===== src/rtl/ball_split_ctrl.sv =====
// Purpose: on a harpoon hit, latch the parent ball and emit two child-spawn commands plus parent removal at the next frame.
// Latency: capture on the hit edge; spawn1 appears one cycle after the next startOfFrame, spawn2/parentKill one cycle later.
// Backpressure: none; hits arriving outside IDLE (including cooldown) are dropped, not queued. Optional macro: SPLIT_MIN_BOUNCE_EN.
module ball_split_ctrl #(
    parameter int CHILD_OFFSET    = 16,
    parameter int SCREEN_W        = 640,
    parameter int COOLDOWN_FRAMES = 4,
    parameter int MIN_BOUNCE      = 64
) (
    input  logic        clk,
    input  logic        resetN,
    input  logic        startOfFrame,
    input  logic        collision,
    input  logic [10:0] parentX,
    input  logic [10:0] parentY,
    input  logic [15:0] parentXspeed,
    input  logic [15:0] parentYspeed,
    input  logic [1:0]  parentSize,
    output logic [15:0] Xspeed,
    output logic [15:0] Yspeed,
    input  logic [15:0] Xspeed1_in,
    input  logic [15:0] Xspeed2_in,
    input  logic [15:0] Yspeed_both_in,
    output logic        spawn1,
    output logic        spawn2,
    output logic [10:0] spawnX,
    output logic [10:0] spawnY,
    output logic [15:0] spawnXspeed,
    output logic [15:0] spawnYspeed,
    output logic [1:0]  spawnSize,
    output logic        parentKill,
    output logic        scorePulse,
    output logic        busy
);

`ifdef SPLIT_MIN_BOUNCE_EN
    localparam bit MIN_BOUNCE_EN = 1'b1;
`else
    localparam bit MIN_BOUNCE_EN = 1'b0;
`endif

    localparam int CNT_W = (COOLDOWN_FRAMES > 1) ? $clog2(COOLDOWN_FRAMES) : 1;
    localparam logic [CNT_W-1:0]  CNT_LAST = CNT_W'(COOLDOWN_FRAMES - 1);
    localparam logic signed [11:0] OFFSET_S = 12'(CHILD_OFFSET);
    localparam logic [11:0]        OFFSET_U = 12'(CHILD_OFFSET);
    localparam logic [11:0]        X_MAX    = 12'(SCREEN_W - 1);
    localparam logic signed [15:0] Y_FLOOR  = 16'(-MIN_BOUNCE);

    typedef enum logic [2:0] {
        IDLE,
        WAIT_FRAME,
        SPAWN1,
        SPAWN2,
        KILL,
        COOLDOWN
    } state_t;

    state_t           state;
    logic [10:0]      lat_x;
    logic [10:0]      lat_y;
    logic [1:0]       lat_size;
    logic [CNT_W-1:0] frame_cnt;

    logic signed [11:0] left_x_wide;
    logic [11:0]        right_x_wide;
    logic [10:0]        left_x;
    logic [10:0]        right_x;
    logic [15:0]        child_yspeed;

    // Child X positions: left clamps at 0 (signed 12-bit underflow), right clamps at the screen edge.
    always_comb begin
        left_x_wide  = $signed({1'b0, lat_x}) - OFFSET_S;
        right_x_wide = {1'b0, lat_x} + OFFSET_U;
        left_x       = left_x_wide[11] ? 11'd0 : left_x_wide[10:0];
        right_x      = (right_x_wide > X_MAX) ? X_MAX[10:0] : right_x_wide[10:0];
    end

    // Shared child Y speed; with the bounce floor enabled children always rise at least MIN_BOUNCE.
    always_comb begin
        child_yspeed = Yspeed_both_in;
        if (MIN_BOUNCE_EN && ($signed(Yspeed_both_in) > Y_FLOOR)) begin
            child_yspeed = Y_FLOOR;
        end
    end

    // Split sequencer; every output is registered on the edge that enters the cycle it belongs to.
    always_ff @(posedge clk) begin
        if (!resetN) begin
            state       <= IDLE;
            lat_x       <= '0;
            lat_y       <= '0;
            lat_size    <= '0;
            frame_cnt   <= '0;
            Xspeed      <= '0;
            Yspeed      <= '0;
            spawn1      <= 1'b0;
            spawn2      <= 1'b0;
            spawnX      <= '0;
            spawnY      <= '0;
            spawnXspeed <= '0;
            spawnYspeed <= '0;
            spawnSize   <= '0;
            parentKill  <= 1'b0;
            scorePulse  <= 1'b0;
            busy        <= 1'b0;
        end else begin
            // Pulses and spawn data default low; only the spawn cycles drive them.
            spawn1      <= 1'b0;
            spawn2      <= 1'b0;
            spawnX      <= '0;
            spawnY      <= '0;
            spawnXspeed <= '0;
            spawnYspeed <= '0;
            spawnSize   <= '0;
            parentKill  <= 1'b0;
            scorePulse  <= 1'b0;

            case (state)
                IDLE: begin
                    // A frame pulse coincident with the hit is deliberately ignored here.
                    if (collision) begin
                        lat_x    <= parentX;
                        lat_y    <= parentY;
                        lat_size <= parentSize;
                        Xspeed   <= parentXspeed;
                        Yspeed   <= parentYspeed;
                        busy     <= 1'b1;
                        state    <= WAIT_FRAME;
                    end
                end

                WAIT_FRAME: begin
                    if (startOfFrame) begin
                        if (lat_size != 2'd0) begin
                            spawn1      <= 1'b1;
                            spawnX      <= left_x;
                            spawnY      <= lat_y;
                            spawnXspeed <= Xspeed1_in;
                            spawnYspeed <= child_yspeed;
                            spawnSize   <= lat_size - 2'd1;
                            state       <= SPAWN1;
                        end else begin
                            // Smallest ball: destroyed outright, no children.
                            parentKill  <= 1'b1;
                            scorePulse  <= 1'b1;
                            state       <= KILL;
                        end
                    end
                end

                SPAWN1: begin
                    spawn2      <= 1'b1;
                    spawnX      <= right_x;
                    spawnY      <= lat_y;
                    spawnXspeed <= Xspeed2_in;
                    spawnYspeed <= child_yspeed;
                    spawnSize   <= lat_size - 2'd1;
                    parentKill  <= 1'b1;
                    scorePulse  <= 1'b1;
                    state       <= SPAWN2;
                end

                SPAWN2, KILL: begin
                    frame_cnt <= '0;
                    state     <= COOLDOWN;
                end

                COOLDOWN: begin
                    if (startOfFrame) begin
                        if (frame_cnt == CNT_LAST) begin
                            busy  <= 1'b0;
                            state <= IDLE;
                        end else begin
                            frame_cnt <= frame_cnt + CNT_W'(1);
                        end
                    end
                end

                default: begin
                    busy  <= 1'b0;
                    state <= IDLE;
                end
            endcase
        end
    end

endmodule


===== config.mk =====
export PLATFORM = sky130hd
export DESIGN_NAME = ball_split_ctrl
export DESIGN_NICKNAME = d
export VERILOG_FILES = /design/src/rtl/ball_split_ctrl.sv
export SDC_FILE = /design/constraint.sdc
export NUM_CORES = 1
export LEC_CHECK = 0
export CAP_MARGIN = 20
export CORE_ASPECT_RATIO = 0.7
export CORE_MARGIN = 8
export CORE_UTILIZATION = 42
export DETAILED_ROUTE_END_ITERATION = 6
export GPL_ROUTABILITY_DRIVEN = 0
export GPL_TIMING_DRIVEN = 0
export PLACE_DENSITY_LB_ADDON = 0.3
export SETUP_SLACK_MARGIN = 0.05
export SKIP_CTS_REPAIR_TIMING = 1
export SLEW_MARGIN = 25
export SYNTH_ARGS = -nofsm -noshare
export SYNTH_HDL_FRONTEND = slang
export SYNTH_SLANG_ARGS = --single-unit

===== constraint.sdc =====
create_clock -name clk -period 2.8 [get_ports clk]
set_clock_uncertainty 0.1 [all_clocks]
set_input_delay 0.84 -clock clk [delete_from_list [all_inputs] [get_ports clk]]
set_output_delay 0.84 -clock clk [all_outputs]
set_load 0.005 [all_outputs]

==> run metrics <==
status finished clean; largest net degree at the start of global routing 17; GRT overflow 0; TritonCTS buffer count 17; Least-Margin Pin Slew 0.5978 ns; area of the mapped netlist 4561 um^2; min-delay src lat_y[2]$_SDFFE_PN0P_; crit-path max cell delay around 0.57 ns; switching part of the total power 23.25%; EDFF count, synth 0; num rows 31; library cells used by synthesis 47; nets@finish 835; Die X roughly 140 um; DR iter-0 viols 179; clock root cell clkbuf_16; Crit path arrival time 2.84 ns; WHS Endpoint spawnY[2]$_SDFF_PN0_; vias in the first global route 4380; drt drc 0; RSZ-0062 raised after global routing no; total wire length around 14 mm; worst path bufs/invs 3; share of layout cells above drive strength 1 7.084%; Ports 201; Hold Path Cell Cnt 1; CP max-delay cell clkdlybuf4s50_1; Critical Path End Type flop; power share of the sequential group 41.6%; minimum hold slack 0.3507 ns; Slew Viols, Final 0; r2r startpoint lat_size[0]$_SDFFE_PN0P_; core area about 10000 um^2; Setup-failing EPs final 0; HPWL after DPL 10.50 mm; P&R area growth vs syn 59.84%; all-layer global routing usage 19.05%; Routed Antenna Nets 0; R2R depth 7; ys flop type dfxtp_1; Die Footprint 14500 um^2; setup TNS 0 ns; post-DR vias/cell 4.859; antenna cell count 0; Pleak 2.714 nW; Post-synth ARST share 0%; Skew-Pair Late Insertion Delay 0.40 ns; placed instance area approximately 6700 um^2; Max-Cap Viols 0; worst reg2reg path endpoint spawnY[1]$_SDFF_PN0_; Critical Path Fanout Max 10; Clock power frac 45.4%; final hold vios 0; sequential area share after synthesis about 53%; initial core utilization between 40% and 50%; Startpoint Class primary input; Relative slew margins 59.85%; I/O Buffers 200; fin area 7289 um^2; clock sinks 121; first-pass GRT wire length 22.00 mm; post-route minimum period 2.603 ns; Worst VDD drop 450.4 uV; Synth Register Bits 121; average wire per standard cell around 16 um; R2R setup slack 0.56 ns; vias 4208; Comb power frac a little over an eighth; initial antenna violation count 0; 1st-pass router iterations 4; CP cell instances clkdlybuf4s50_1 -> nand2_2 -> or4_4 -> buf_6 -> a21oi_4 -> buf_2 -> and2_1; Crit path max-delay family buffers and inverters; Die H 103.2 um; Mapped Nets 616; CTS H-tree depth 4; Synth warnings 0; Clock transition at path regs 0.05 ns; TritonCTS clock tree yes; Worst Path Required roughly 3.0 ns; hold crit path type flop to flop; crit path kind primary input to flop; Peak Freq 0.3841 GHz; Pwr Density between 600 and 700 nW/um^2; commonest cells after routing, fill and taps aside clkdlybuf4s50_1, dfxtp_1, nand2_1; final worst-path cycle share approximately 93%; switching pwr around 1.0 mW; Clock Path Buffers 2; Internal Pwr Total 3.385 mW; syn_area_per_cell 9.085 um^2; Post-Synthesis Cells 502; commonest non-fill, non-tap cell in the layout clkdlybuf4s50_1
registers in the layout, summed over array words and instances (netlist names), 2 cells and up:
signal	count
Xspeed	16
Yspeed	16
frame_cnt	2
lat_size	2
lat_x	11
lat_y	11
spawnSize	2
spawnX	11
spawnXspeed	16
spawnY	11
spawnYspeed	16
state	3
through the flow:
step | util, % | std cells | total power, mW | setup WS [ns]
2_1_floorplan | - | 502 | 2.120 | 0.6284
3_3_place_gp | 64.24 | 834 | 2.419 | -0.2491
3_5_place_dp | 64.24 | 834 | 2.436 | -0.2715
4_1_cts | 69.50 | 866 | 4.444 | 0.1278
5_1_grt | 69.61 | 866 | 4.599 | 0.06446
6_report | 69.61 | 866 | 4.411 | 0.1968
final cells by class:
type | instances | area [um^2]
multi-input cells | 330 | 1921
well taps | 132 | 165.2
repair buffers | 200 | 2002
clock inverters | 9 | 72.57
plain buffers | 37 | 176.4
inverters | 14 | 52.55
clock buffers | 23 | 478.0
fillers | 811 | 3183
flip-flops and latches | 121 | 2422
kinds of logic (layout without fill, tap and decap cells):
logic type               after synthesis  in the layout  synth area share [%]
XOR/XNOR                               4              4                0.7683
AO/OA/AOI/OAI                        114            114                 18.11
AND/OR/NAND/NOR                      205            205                 21.18
multiplexers                           1              1                0.2195
adder cells (fa/ha/maj)                6              6                 1.646
buffers and inverters                 51            283                 4.966
flip-flops                           121            121                 53.11
synthesized netlist by cell type (4+ instances only):
master,count,area (um^2)
a21oi_1,8,40.04
a22oi_1,19,142.6
a21boi_0,58,435.4
nor3_1,4,20.02
o21ai_0,9,45.04
inv_1,14,52.55
buf_2,6,30.03
nand3_1,6,30.03
and2_1,31,193.9
nor2_1,23,86.33
nand2_1,116,435.4
o21a_1,6,45.04
nor4_1,4,25.02
ha_1,6,75.07
buf_1,5,18.77
dfxtp_1,121,2422
clkbuf_1,20,75.07
metal layers:
metal / share of wire (%) / GRT usage (%)
met5: 0 / 0
met4: 0.78 / 5.674
met3: 9.3 / 8.161
met2: 47 / 32.50
met1: 43 / 21.60
power groups by stage:
stage | Clock [mW] | Sequential (mW) | Combinational [mW]
floorplan | 0 | 1.87 | 0.252
global placement | 0 | 1.87 | 0.552
detailed placement | 0 | 1.87 | 0.566
CTS | 2.04 | 1.84 | 0.572
global route | 2.12 | 1.84 | 0.632
finish | 2.00 | 1.84 | 0.572
worst max-delay path by stage:
stage	startpoint	cells past startpoint	slack, ns	end
2_1_floorplan	resetN	5	0.63	spawnX[7]$_SDFF_PN0_
3_3_place_gp	resetN	6	-0.25	spawnX[7]$_SDFF_PN0_
3_5_place_dp	resetN	6	-0.27	spawnX[7]$_SDFF_PN0_
4_1_cts	resetN	6	0.13	spawnX[7]$_SDFF_PN0_
5_1_grt	collision	7	0.06	Yspeed[0]$_SDFFE_PN0P_
6_report	startOfFrame	7	0.20	spawnY[1]$_SDFF_PN0_
Power figures use the tool's default switching activity.
